## src/rtl/ecpri_intr_pkg.sv

```systemverilog
// Shared definitions for the eCPRI interrupt controller: register word offsets,
// AXI response codes, per-source sensitivity type and a byte-strobe helper.
package ecpri_intr_pkg;

    // Register word index, i.e. byte address bits [4:2]
    localparam logic [2:0] RegGie = 3'd0;
    localparam logic [2:0] RegIer = 3'd1;
    localparam logic [2:0] RegIsr = 3'd2;
    localparam logic [2:0] RegIar = 3'd3;
    localparam logic [2:0] RegIpr = 3'd4;

    typedef enum logic [1:0] {
        RespOkay   = 2'b00,
        RespSlverr = 2'b10
    } axi_resp_e;

    typedef enum logic {
        SensLevel = 1'b0,
        SensEdge  = 1'b1
    } intr_sens_t;

    // Expand a 4-bit byte strobe into a 32-bit bit mask
    function automatic logic [31:0] strb_mask(input logic [3:0] strb);
        logic [31:0] m;
        for (int b = 0; b < 4; b++) begin
            m[b*8 +: 8] = {8{strb[b]}};
        end
        return m;
    endfunction

endpackage

```

## src/rtl/ecpri_intr_capture.sv

```systemverilog
// One interrupt source: edge or level detection feeding a sticky status bit.
// A set condition in the same cycle as a clear keeps the bit set.
module ecpri_intr_capture
    import ecpri_intr_pkg::*;
#(
    parameter intr_sens_t Sens = SensEdge
) (
    input  logic clk,
    input  logic rst_n,
    input  logic intr_in,
    input  logic clr,
    output logic status
);

    logic prev_q;
    logic status_q;
    logic set;

    // Set condition: rising edge against the registered previous value, or plain level
    always_comb begin
        set = (Sens == SensEdge) ? (intr_in & ~prev_q) : intr_in;
    end

    // Previous-value tracking and sticky status with set priority over clear
    always_ff @(posedge clk or negedge rst_n) begin
        if (!rst_n) begin
            prev_q   <= 1'b0;
            status_q <= 1'b0;
        end else begin
            prev_q   <= intr_in;
            status_q <= set | (status_q & ~clr);
        end
    end

    assign status = status_q;

endmodule

```

## src/rtl/ecpri_intr_ctrl.sv

```systemverilog
// AXI4-Lite interrupt controller: status capture, per-source and global enables,
// write-one-to-clear acknowledge and a registered irq output.
module ecpri_intr_ctrl
    import ecpri_intr_pkg::*;
#(
    parameter int unsigned C_S_AXI_DATA_WIDTH = 32,
    parameter int unsigned C_S_AXI_ADDR_WIDTH = 5,
    parameter int unsigned C_NUM_OF_INTR      = 1,
    parameter logic [31:0] C_INTR_SENSITIVITY = 32'hFFFF_FFFF,
    parameter bit          C_IRQ_ACTIVE_STATE = 1'b1
) (
    input  logic                            ACLK,
    input  logic                            ARESETN,
    input  logic [C_NUM_OF_INTR-1:0]        intr_in,
    input  logic [C_S_AXI_ADDR_WIDTH-1:0]   S_AXI_AWADDR,
    input  logic [2:0]                      S_AXI_AWPROT,
    input  logic                            S_AXI_AWVALID,
    output logic                            S_AXI_AWREADY,
    input  logic [C_S_AXI_DATA_WIDTH-1:0]   S_AXI_WDATA,
    input  logic [C_S_AXI_DATA_WIDTH/8-1:0] S_AXI_WSTRB,
    input  logic                            S_AXI_WVALID,
    output logic                            S_AXI_WREADY,
    output logic [1:0]                      S_AXI_BRESP,
    output logic                            S_AXI_BVALID,
    input  logic                            S_AXI_BREADY,
    input  logic [C_S_AXI_ADDR_WIDTH-1:0]   S_AXI_ARADDR,
    input  logic [2:0]                      S_AXI_ARPROT,
    input  logic                            S_AXI_ARVALID,
    output logic                            S_AXI_ARREADY,
    output logic [C_S_AXI_DATA_WIDTH-1:0]   S_AXI_RDATA,
    output logic [1:0]                      S_AXI_RRESP,
    output logic                            S_AXI_RVALID,
    input  logic                            S_AXI_RREADY,
    output logic                            irq
);

    // Implemented source bits; a shift by 32 yields 0, so 0 - 1 gives all ones
    localparam logic [31:0] SrcMask = (32'd1 << C_NUM_OF_INTR) - 32'd1;

    logic        aw_held_q, w_held_q, bvalid_q, rvalid_q, gie_q, irq_q;
    logic [2:0]  aw_idx_q;
    logic [31:0] w_data_q, rdata_q, ier_q;
    logic [3:0]  w_strb_q;

    logic        aw_fire, w_fire, ar_fire, wr_en;
    logic [2:0]  wr_idx;
    logic [31:0] wr_data, wr_mask, iar_clr, isr_w, rd_data;

    // Ready is forced low while reset is asserted
    assign S_AXI_AWREADY = ARESETN & ~aw_held_q & ~bvalid_q;
    assign S_AXI_WREADY  = ARESETN & ~w_held_q & ~bvalid_q;
    assign S_AXI_ARREADY = ARESETN & ~rvalid_q;
    assign S_AXI_BVALID  = bvalid_q;
    assign S_AXI_BRESP   = RespOkay;
    assign S_AXI_RVALID  = rvalid_q;
    assign S_AXI_RDATA   = rdata_q;
    assign S_AXI_RRESP   = RespOkay;
    assign irq           = C_IRQ_ACTIVE_STATE ? irq_q : ~irq_q;

    // Write path: combine held and just-arriving address/data so a write can complete
    // on the edge where the second half arrives
    always_comb begin
        aw_fire = S_AXI_AWVALID & S_AXI_AWREADY;
        w_fire  = S_AXI_WVALID & S_AXI_WREADY;
        ar_fire = S_AXI_ARVALID & S_AXI_ARREADY;
        wr_en   = (aw_held_q | aw_fire) & (w_held_q | w_fire);
        wr_idx  = aw_held_q ? aw_idx_q : S_AXI_AWADDR[4:2];
        wr_data = w_held_q ? w_data_q : S_AXI_WDATA;
        wr_mask = strb_mask(w_held_q ? w_strb_q : S_AXI_WSTRB);
        iar_clr = (wr_en && wr_idx == RegIar) ? (wr_data & wr_mask) : 32'd0;
    end

    for (genvar i = 0; i < 32; i++) begin : g_src
        if (i < C_NUM_OF_INTR) begin : g_cap
            ecpri_intr_capture #(
                .Sens (intr_sens_t'(C_INTR_SENSITIVITY[i]))
            ) u_cap (
                .clk     (ACLK),
                .rst_n   (ARESETN),
                .intr_in (intr_in[i]),
                .clr     (iar_clr[i]),
                .status  (isr_w[i])
            );
        end else begin : g_tie
            assign isr_w[i] = 1'b0;
        end
    end

    // Read data mux over the current register contents
    always_comb begin
        rd_data = 32'd0;
        case (S_AXI_ARADDR[4:2])
            RegGie:  rd_data = {31'd0, gie_q};
            RegIer:  rd_data = ier_q;
            RegIsr:  rd_data = isr_w;
            RegIpr:  rd_data = isr_w & ier_q;
            default: rd_data = 32'd0;
        endcase
    end

    // Write channel handshake: hold AW/W halves, issue the response when both are present
    always_ff @(posedge ACLK or negedge ARESETN) begin
        if (!ARESETN) begin
            aw_held_q <= 1'b0;
            aw_idx_q  <= 3'd0;
            w_held_q  <= 1'b0;
            w_data_q  <= 32'd0;
            w_strb_q  <= 4'd0;
            bvalid_q  <= 1'b0;
        end else begin
            if (bvalid_q && S_AXI_BREADY) begin
                bvalid_q <= 1'b0;
            end
            if (wr_en) begin
                aw_held_q <= 1'b0;
                w_held_q  <= 1'b0;
                bvalid_q  <= 1'b1;
            end else begin
                if (aw_fire) begin
                    aw_held_q <= 1'b1;
                    aw_idx_q  <= S_AXI_AWADDR[4:2];
                end
                if (w_fire) begin
                    w_held_q <= 1'b1;
                    w_data_q <= S_AXI_WDATA;
                    w_strb_q <= S_AXI_WSTRB;
                end
            end
        end
    end

    // RW register file with byte strobes; bits beyond the source count stay 0
    always_ff @(posedge ACLK or negedge ARESETN) begin
        if (!ARESETN) begin
            gie_q <= 1'b0;
            ier_q <= 32'd0;
        end else if (wr_en) begin
            if (wr_idx == RegGie && wr_mask[0]) begin
                gie_q <= wr_data[0];
            end
            if (wr_idx == RegIer) begin
                ier_q <= ((ier_q & ~wr_mask) | (wr_data & wr_mask)) & SrcMask;
            end
        end
    end

    // Read channel: register data on AR handshake, hold until RREADY
    always_ff @(posedge ACLK or negedge ARESETN) begin
        if (!ARESETN) begin
            rvalid_q <= 1'b0;
            rdata_q  <= 32'd0;
        end else begin
            if (rvalid_q && S_AXI_RREADY) begin
                rvalid_q <= 1'b0;
            end
            if (ar_fire) begin
                rvalid_q <= 1'b1;
                rdata_q  <= rd_data;
            end
        end
    end

    // Interrupt request from the registered pending state, one cycle behind ISR
    always_ff @(posedge ACLK or negedge ARESETN) begin
        if (!ARESETN) begin
            irq_q <= 1'b0;
        end else begin
            irq_q <= gie_q & |(isr_w & ier_q);
        end
    end

    logic unused_bits;
    assign unused_bits = ^{S_AXI_AWPROT, S_AXI_ARPROT, S_AXI_AWADDR[1:0], S_AXI_ARADDR[1:0],
                           iar_clr};

endmodule

```

## config.mk

```make
export PLATFORM = sky130hd
export DESIGN_NAME = ecpri_intr_ctrl
export DESIGN_NICKNAME = d
export VERILOG_FILES = /design/src/rtl/ecpri_intr_pkg.sv /design/src/rtl/ecpri_intr_capture.sv /design/src/rtl/ecpri_intr_ctrl.sv
export SDC_FILE = /design/constraint.sdc
export NUM_CORES = 1
export LEC_CHECK = 0
export BUFFER_PORTS_ARGS = -buffer_cell sky130_fd_sc_hd__buf_2
export CAP_MARGIN = 20
export CORE_ASPECT_RATIO = 1.4
export CORE_MARGIN = 4
export CORE_UTILIZATION = 35
export CTS_CLUSTER_DIAMETER = 150
export DETAILED_ROUTE_END_ITERATION = 12
export PLACE_DENSITY = 0.76
export SETUP_SLACK_MARGIN = 0.3
export SLEW_MARGIN = 20
export SYNTH_ARGS = -nofsm -noshare
export SYNTH_HDL_FRONTEND = slang
export SYNTH_SLANG_ARGS = --single-unit
```

## constraint.sdc

```tcl
create_clock -name ACLK -period 1.46 [get_ports ACLK]
set_input_delay 0.146 -clock ACLK [delete_from_list [all_inputs] [get_ports ACLK]]
set_output_delay 0.146 -clock ACLK [all_outputs]
set_load 0.05 [all_outputs]
```

* Yosys cells after proc, flatten, opt, wreduce, memory -nomap -nowiden
Index checks and enable logic that the tools add are counted.
** Operators by class
- Equal/unequal tests :: 5
- Mux-type cells :: 13
- Bitwise logic cells :: 27
- Reduce and logical (&&, ||, !) cells :: 15
** Operators with widths (number)
- $reduce_or 32->1 :: 1
- $and 1x1->1 :: 15
- $mux 1 :: 11
- $not 1->1 :: 8
- $reduce_and 2->1 :: 4
- $reduce_bool 2->1 :: 4
- $eq 3x1->1 const B :: 2
- $eq 3x2->1 const B :: 2
- $logic_not 3->1 :: 2
- $logic_and 1x1->1 :: 4
- $or 1x1->1 :: 4
- $pmux 1 s4 :: 1
- $eq 3x3->1 const B :: 1
- $mux 3 :: 1
** Word-level totals
- Word-level logic and storage cells :: 73
- Flip-flop bits (word level) :: 46
- Input port bits :: 60
- Output and inout port bits :: 42

* Logic depth before layout (Yosys ltp)
Gate-level depths: netlist of run 1.
- Depth after elaboration :: 11
- Mapped depth :: 5
- Depth with buffers taken out :: 4

* Hierarchy
A second synthesis of run 1 with hierarchy kept.
** Second synthesis, totals
- Cells, all modules :: 102
- Area, all modules :: 998.5 µm²
** By module, submodules not included
- ecpri_intr_ctrl :: seq. area each 325.3 µm², area each 928.4 µm², times used 1, cells each 97
- ecpri_intr_capture :: seq. area each 50.0 µm², area each 70.1 µm², times used 1, cells each 5

* Worst setup path after synthesis of run 1
No wires, ideal clock.
- Path type :: register to register
- Start :: register rvalid_q, in the netlist S_AXI_RVALID
- End :: register rdata_q[0], in the netlist S_AXI_RDATA[0]
- Cell stages (with the launch flop) :: 5
- Required time :: 1.337 ns
- Period minus slack after synthesis :: 1.891 ns
- Arrival time :: 1.768 ns
- Path buffers :: 0
- Setup slack :: -0.431 ns
- Setup time :: 0.123 ns
- Cells stage by stage :: dfrtp_1 -> nor2b_1 -> nand2_1 -> a31oi_1 -> a21oi_1
** Between the ends
- Cells in the longest elaborated chain, start to end :: 3
** RTL lines
- start: declaration :: RTL line ecpri_intr_ctrl.sv:40 : logic aw_held_q, w_held_q, bvalid_q, rvalid_q, gie_q, irq_q;
- start signal: assignment :: RTL line ecpri_intr_ctrl.sv:150 : rvalid_q <= 1'b0;
- start signal: assignment :: RTL line ecpri_intr_ctrl.sv:154 : rvalid_q <= 1'b0;
- start signal: assignment :: RTL line ecpri_intr_ctrl.sv:157 : rvalid_q <= 1'b1;
- $not 1->1 :: RTL line ecpri_intr_ctrl.sv:52 : assign S_AXI_ARREADY = ARESETN & ~rvalid_q;
- $and 1x1->1 :: RTL line ecpri_intr_ctrl.sv:52
- via S_AXI_ARREADY :: RTL line ecpri_intr_ctrl.sv:29 : output logic S_AXI_ARREADY,
- $and 1x1->1 :: RTL line ecpri_intr_ctrl.sv:65 : ar_fire = S_AXI_ARVALID & S_AXI_ARREADY;
- end signal: assignment :: RTL line ecpri_intr_ctrl.sv:158 : rdata_q <= rd_data;
- end: declaration :: RTL line ecpri_intr_ctrl.sv:42 : logic [31:0] w_data_q, rdata_q, ier_q;
The timed path passes the listed nets, and every way through them passes these cells.
A chain may end at the register's enable or synchronous reset.

* Worst setup path in the final report of run 1
- Start :: register bvalid_q, in the netlist S_AXI_BVALID
- End :: register gie_q
** Between the ends
- Cells in the longest elaborated chain, start to end :: 6
- Elaborated cells between the ends (all ways) :: 9
- Classes of those cells :: 8 x bitwise; 1 x reduce/logical
** RTL lines
- start: declaration :: RTL line ecpri_intr_ctrl.sv:40
- start signal: assignment :: RTL line ecpri_intr_ctrl.sv:109 : bvalid_q <= 1'b0;
- start signal: assignment :: RTL line ecpri_intr_ctrl.sv:112 : bvalid_q <= 1'b0;
- start signal: assignment :: RTL line ecpri_intr_ctrl.sv:117 : bvalid_q <= 1'b1;
- $not 1->1 * :: RTL line ecpri_intr_ctrl.sv:50, ecpri_intr_ctrl.sv:51
- $and 1x1->1, on equally long branches :: RTL line ecpri_intr_ctrl.sv:50, ecpri_intr_ctrl.sv:51
- $and 1x1->1, on equally long branches :: RTL line ecpri_intr_ctrl.sv:63, ecpri_intr_ctrl.sv:64
- $or 1x1->1 :: RTL line ecpri_intr_ctrl.sv:66 : wr_en = (aw_held_q | aw_fire) & (w_held_q | w_fire);
- $and 1x1->1 * :: RTL line ecpri_intr_ctrl.sv:66
- $reduce_and 2->1 (no line) *
- end signal: assignment :: RTL line ecpri_intr_ctrl.sv:139 : gie_q <= wr_data[0];
- end: declaration :: RTL line ecpri_intr_ctrl.sv:40
Mark *: on every way between the ends. The rest lies on a longest branch, timed or not.

==> Implementation_results.wiki, run 1 <==
{| class="wikitable"
! Metric !! Value
|-
| Number of fill cells || 268
|-
| Root Driver || clkbuf_4
|-
| H-tree depth || 1
|-
| Worst endpoint required time || 1640 ps
|-
| Most used flip-flop cell after synthesis || dfrtp_1
|-
| Library cell contributing the largest single delay on the critical path || dfrtp_2
|-
| First-pass iteration count of the detailed router || 3
|-
| Die Outline Area || 3808 sq um
|-
| Final non-filler cell total || 181
|-
| Average size of a mapped cell || 9.402 sq um
|-
| Share of post-route cells with drive strength above 1 || 43.45%
|-
| Combined area of all synthesized cells || 1006 sq um
|-
| Residual antenna-violating net count after detailed routing || 0
|-
| Crit-path max cell delay || 440 ps
|-
| Arrival @ worst endpoint || 1640 ps
|-
| Fin crit share || 99.96%
|-
| Register bit count reported by yosys || 15
|-
| Max Clock Freq || 685.2 MHz
|-
| Yosys cell types || 29
|-
| Cell count after synthesis || 107
|-
| Clock input transition at the sequential cells of the worst setup and hold paths || 90 ps
|-
| Total number of vias || 787
|-
| Final RePlAce weighted congestion || 0.7320
|-
| RSZ-0062 raised after global routing || true
|-
| Portion of the post-synthesis area used by sequential elements || 37.31%
|-
| Register containing the most flip-flops in the final layout || aw_idx_q
|-
| Result of the run || complete, no violations
|-
| Total number of yosys warnings || 0
|-
| Top-level I/O count || 102
|-
| DP Wirelength || 1.576 mm
|-
| Worst flop-to-flop path startpoint || S_AXI_BVALID$_DFFE_PN0P_
|-
| Max-capacitance violation count || 0
|-
| GRT overflow || 0
|-
| Total number of clock tree sinks || 15
|-
| Transition time at the pin with the least slew margin || 690.3 ps
|-
| Horizontal die dimension || 53.31 um
|-
| Largest voltage drop on the vdd net || 0.0005380 V
|-
| Number of hold-slack violations in the final timing report || 0
|-
| Skew final || 3.514 ps
|-
| Total number of placement rows || 22
|-
| Min cycle time layout || 1459 ps
|-
| Number of antenna violations at the first check in global routing || 0
|-
| Global Route Usage Sum || 11.24%
|-
| HP Class || in2reg
|-
| Violation count after the first detailed-routing iteration || 12
|-
| Terminating pin of the worst hold path || S_AXI_BVALID$_DFFE_PN0P_
|-
| Latest clock arrival within the worst-skew pair || 290 ps
|-
| Hold Path Depth || 2
|-
| Worst reg2reg endpoint || gie_q$_DFFE_PN0P_
|-
| Classification of the worst setup path || reg2reg
|-
| Wire length of the first global-routing pass || 3.201 mm
|-
| IO Port Bufs || 22
|-
| Syn-to-layout area delta || 31.59%
|-
| Fin Hold WS || 22.60 ps
|-
| Reg2reg setup slack || 0.5 ps
|-
| Power per cell area || 1614 nW/um^2
|-
| Maximum fanout encountered on the critical timing path || 5
|-
| Vias in the first global route || 753
|-
| Largest net degree at the start of global routing || 16
|-
| Final count of negative-setup-slack endpoints || 0
|-
| Number of enable-type register cells in the synthesized netlist || 0
|-
| Post-detailed-route via-to-cell ratio || 4.348
|-
| Residual DRC count || 0
|-
| Floorplan Core Area || 2698 sq um
|-
| Max reg flops || 3
|-
| Per-cell routed wire length || 12.56 um
|-
| Die H || 71.44 um
|-
| Ordered cell list for the critical path || nor2b_4 -> a21o_1 -> o2111ai_2 -> mux2_4
|-
| Maximum buffer depth of the clock tree || 2
|-
| Length in cells of the worst reg-to-reg path || 4
|-
| Starting Density || 37.29%
|-
| Final nets || 206
|-
| Cell Count Post-Placement || 167
|-
| Max-slew violation count || 0
|-
| TritonCTS clock tree || yes
|-
| Kind of start point of the critical path || flop
|-
| Crit. End Element || flop
|-
| Worst hold start || S_AXI_BREADY
|-
| Static Leak || 0.6856 nW
|-
| N_diodes || 0
|-
| Worst slew margin relative to its limit || 53.98%
|-
| Proportion of synthesized flip-flops having asynchronous set or reset || 100.0%
|-
| Routed Wire Length || 2.274 mm
|-
| Clock buffers created by TritonCTS || 3
|}
-- synthesized netlist by cell type (2+ instances only) --
cell type  number  area, sq um
nor2_1          4        15.01
o21ai_0         3        15.01
nand3_1         4        20.02
nor2b_1         7        43.79
nand2_1         6        22.52
dfrtp_1        15        375.4
a21oi_1         3        15.01
inv_1           4        15.01
mux2_1          2        22.52
buf_4          35        262.8
nor3_1          3        15.01
mux2_2          4        45.04
-- metal layers --
layer	track usage [%]	vias to the layer above	part of all wire, %
met1	10.89	371	32
li1	-	371	-
met2	21.69	38	57
met5	0	-	0
met3	1.871	7	6.9
met4	5.114	0	4.1
-- critical path, delay by kind of cell (launching register included) --
| kind | cells | cell delay (ps) |
|---|---|---|
| flip-flops | 1 | 440 |
| AO/OA/AOI/OAI | 2 | 390 |
| multiplexers | 1 | 320 |
| AND/OR/NAND/NOR | 1 | 190 |
-- cell usage in the layout (no fill, tap or decap), drive strengths merged --
cell type     synthesis  layout
nor2                  4       4
o2111ai               1       1
nor3                  3       3
o21bai                1       1
a41oi                 1       1
o21ai                 3       3
nor2b                 7       7
nand3                 4       4
dfrtp                15      15
and3                  1       1
mux2                  7       7
clkbuf                0       4
dlygate4sd3           0       1
conb                  1      35
buf                  36      34
dlymetal6s4s          0       1
inv                   4       4
a21oi                 3       3
o32ai                 1       1
and2                  1       1
nand4                 1       1
a21o                  2       2
nand2                 6       6
a211oi                1       1
mux2i                 1       1
nor3b                 1       1
a31oi                 1       1
a221o                 1       1
-- power breakdown --
part / leakage [nW] / internal, mW / total (mW) / switching (mW)
clock network: 0.0150 / 0.106 / 0.246 / 0.139
registers: 0.180 / 0.558 / 0.683 / 0.124
logic: 0.490 / 0.503 / 1.21 / 0.705
-- layout make-up --
class | count | area (sq um) | area share, %
Timing Repair Buffer | 36 | 264.0 | 19.94
Clock buffer | 4 | 26.28 | 1.985
Multi-Input combinational cell | 86 | 594.3 | 44.90
Sequential cell | 15 | 379.1 | 28.64
Inverter | 4 | 15.01 | 1.134
Tap cell | 36 | 45.04 | 3.403
-- logic make-up after synthesis --
group	after synthesis	share of synthesized area, %
buf+inv	40	28.11
simple gates	28	14.18
compound gates	15	10.82
flops	15	37.31
mux	8	9.203
other cells	1	0.3728
-- how the worst max path moves through the flow --
stage                                   startpoint           endpoint  slack [ps]  depth (start not counted)
final                     S_AXI_BVALID$_DFFE_PN0P_  gie_q$_DFFE_PN0P_         0.5                          4
after global routing          w_held_q$_DFFE_PN0P_               flop         -70                          4
after CTS                    aw_held_q$_DFFE_PN0P_               flop           6                          4
after detailed placement     aw_held_q$_DFFE_PN0P_               flop         -20                          4
after global placement        w_held_q$_DFFE_PN0P_  gie_q$_DFFE_PN0P_          30                          4
after floorplan           S_AXI_BVALID$_DFFE_PN0P_  gie_q$_DFFE_PN0P_          60                          4
-- repair_timing --
action,CTS,global route
resized for setup,18,14
hold buffers,2,0
pin swaps,3,3
gates cloned,0,0
endpoints found under the hold margin,16,0
setup buffers,7,1
setup endpoints to repair,12,27
-- metrics by stage --
step | utilization [%] | setup slack (ps) | setup TNS (ps) | cell area, sq um | total power, mW
6_report | 49.07 | 0.5341 | 0 | 1324 | 2.136
5_1_grt | 49.07 | -72.69 | -121.2 | 1324 | 2.254
4_1_cts | 46.80 | 6.160 | 0 | 1262 | 2.015
3_5_place_dp | 40.31 | -23.81 | -23.81 | 1087 | 1.563
3_3_place_gp | 40.31 | 32.63 | 0 | 1087 | 1.530
2_1_floorplan | - | 57.91 | 0 | 1176 | 1.451
No activity file was read; power rests on OpenSTA's default activity.
==> run 2, diff against run 1 <==
--- a/config.mk
+++ b/config.mk
@@ -9,10 +9,11 @@
 export CAP_MARGIN = 20
 export CORE_ASPECT_RATIO = 1.4
 export CORE_MARGIN = 4
-export CORE_UTILIZATION = 35
+export CORE_UTILIZATION = 36
+export CTS_BUF_LIST = sky130_fd_sc_hd__clkbuf_8
 export CTS_CLUSTER_DIAMETER = 150
 export DETAILED_ROUTE_END_ITERATION = 12
-export PLACE_DENSITY = 0.76
+export PLACE_DENSITY = 0.78
 export SETUP_SLACK_MARGIN = 0.3
 export SLEW_MARGIN = 20
 export SYNTH_ARGS = -nofsm -noshare
==> Implementation_results.wiki, run 2 (synthesis gave the netlist of run 1 again) <==
{| class="wikitable"
! Metric !! Value
|-
| Post-layout worst setup margin || 10.58 ps (+10.04 ps)
|-
| Pre-CTS setup slack || -0.5072 ps (+23.31 ps)
|-
| Routed Wire Length || 2.233 mm (-1.8%)
|-
| Result of the run || complete, no violations
|-
| Share of post-route cells with drive strength above 1 || 44.83% (+1.4 points)
|-
| Global Route Usage Sum || 11.85% (+0.62 points)
|-
| Horizontal die dimension || 52.68 um (-1.2%)
|-
| RSZ-0062 raised after global routing || true
|-
| Number of hold-slack violations in the final timing report || 0 (unchanged)
|-
| Post-detailed-route via-to-cell ratio || 4.409 (+1.4%)
|-
| Skew final || 3.718 ps (+0.2041 ps)
|-
| Most frequent cells in the layout || conb_1, buf_2, dfrtp_1, buf_6, buf_4
|-
| Placed cell area || 1087 sq um (unchanged)
|-
| Floorplan Core Area || 2643 sq um (-2.0%)
|-
| Max Clock Freq || 689.9 MHz (+0.69%)
|-
| Transition time at the pin with the least slew margin || 670.2 ps (-20.03 ps)
|-
| Largest net degree at the start of global routing || 16 (unchanged)
|-
| Worst slew margin relative to its limit || 55.32% (+1.3 points)
|-
| Per-cell routed wire length || 12.34 um (-1.8%)
|-
| Maximum fanout encountered on the critical timing path || 5 (unchanged)
|-
| Die Outline Area || 3716 sq um (-2.4%)
|-
| Latest clock arrival within the worst-skew pair || 250 ps (-40 ps)
|-
| Top-level I/O count || 102 (unchanged)
|-
| Starting Density || 38.07% (+0.78 points)
|-
| Total number of clock tree sinks || 15 (unchanged)
|-
| Final instance area || 1373 sq um (+3.7%)
|-
| HP Class || in2reg
|-
| Most common cell after layout, fill and taps aside || conb_1
|-
| Vias in the first global route || 746 (-0.93%)
|-
| Total number of placement rows || 22 (unchanged)
|-
| Wire length of the first global-routing pass || 3.284 mm (+2.6%)
|-
| Min cycle time layout || 1449 ps (-10.04 ps)
|-
| Largest voltage drop on the vdd net || 0.0006451 V (+20%)
|-
| N_diodes || 0 (unchanged)
|-
| IO Port Bufs || 22 (unchanged)
|-
| Max-capacitance violation count || 0 (unchanged)
|-
| Kind of start point of the critical path || flop
|-
| Residual antenna-violating net count after detailed routing || 0 (unchanged)
|-
| Share of the core filled with cells in the final layout || 51.94% (+2.9 points)
|-
| Maximum buffer depth of the clock tree || 2 (unchanged)
|-
| Total number of vias || 798 (+1.4%)
|-
| First-pass iteration count of the detailed router || 4 (+1)
|-
| Static Leak || 0.6992 nW (+2.0%)
|-
| Residual DRC count || 0 (unchanged)
|-
| Number of antenna violations at the first check in global routing || 0 (unchanged)
|-
| Fin crit share || 99.28% (-0.69 points)
|-
| Violation count after the first detailed-routing iteration || 11 (-1)
|-
| Classification of the worst setup path || reg2reg
|-
| Root Driver || clkbuf_8
|-
| Clock buffers created by TritonCTS || 3 (unchanged)
|-
| Clock input transition at the sequential cells of the worst setup and hold paths || 60 ps (-30 ps)
|-
| Die H || 70.55 um (-1.2%)
|-
| Total power draw || 2.324 mW (+8.8%)
|-
| H-tree depth || 1 (unchanged)
|-
| GRT overflow || 0 (unchanged)
|-
| Power per cell area || 1693 nW/um^2 (+4.9%)
|-
| Final nets || 206 (unchanged)
|-
| DP Wirelength || 1.532 mm (-2.8%)
|-
| Max-slew violation count || 0 (unchanged)
|-
| Arrival @ worst endpoint || 1590 ps (-50 ps)
|-
| Crit. End Element || flop
|-
| Syn-to-layout area delta || 36.44%
|-
| Final RePlAce weighted congestion || 0.7103 (-3.0%)
|-
| Setup tns final || 0 ps (unchanged)
|-
| Final count of negative-setup-slack endpoints || 0 (unchanged)
|-
| Worst endpoint required time || 1600 ps (-40 ps)
|-
| Max reg flops || 3 (unchanged)
|-
| TritonCTS clock tree || yes
|-
| Register containing the most flip-flops in the final layout || aw_idx_q
|}
==> run 2: repair_timing <==
| action | 4_1_cts | 5_1_grt |
|---|---|---|
| setup endpoints to repair | 12 | 27 |
| pin swaps | 3 | 7 |
| hold endpoints to repair | 15 | 0 |
| gates resized for setup | 19 | 24 |
| hold buffers | 1 | 0 |
| gates cloned | 0 | 0 |
| buffers inserted | 5 | 4 |
==> run 2: layout make-up <==
type | count | area, sq um
fill | 252 | 1270
multi-input combinational | 86 | 598.1
sequential | 15 | 380.4
timing repair buffer | 36 | 286.5
tap | 36 | 45.04
clock buffer | 3 | 41.29
inverter | 4 | 17.52
clock inverter | 1 | 3.754
==> run 2: per-layer routing <==
metal / GRT usage [%] / wire (um)
met5: 0 / 0
met4: 6.534 / 47
met3: 2.947 / 183
met2: 21.41 / 1255
met1: 11.80 / 746
==> run 2: final timing paths <==
check | slack (ps) | from | cells past startpoint | endpoint
max | 10 | S_AXI_BVALID$_DFFE_PN0P_ | 4 | gie_q$_DFFE_PN0P_
min | 10 | intr_in | 1 | g_src[0].g_cap.u_cap.prev_q$_DFF_PN0_
min reg2reg | 510 | w_strb_q[0]$_DFFE_PN0P_ | 1 | w_strb_q[0]$_DFFE_PN0P_
min in group asynchronous | 220 | ARESETN | 3 | S_AXI_BVALID$_DFFE_PN0P_
max reg2reg | 10 | S_AXI_BVALID$_DFFE_PN0P_ | 4 | gie_q$_DFFE_PN0P_
max in group asynchronous | 770 | ARESETN | 3 | S_AXI_RVALID$_DFFE_PN0P_
==> run 2: critical path, stage by stage (launching register included) <==
cell	delay (ps)
dfrtp_2	430
nor2b_4	190
a21o_1	240
o2111ai_2	160
mux2_4	320
==> run 2: report_power, final <==
group | internal (mW) | switching [mW] | leakage [nW]
Clock | 0.187 | 0.159 | 0.0269
Combinational | 0.563 | 0.722 | 0.493
Sequential | 0.562 | 0.131 | 0.179
==> run 2: per-stage QoR <==
stage / hold WS (ps) / std cells
detailed placement: 128.5 / 167
floorplan: -149.6 / 141
CTS: 11.22 / 177
finish: 12.66 / 181
global placement: 117.3 / 167
global route: 9.872 / 181
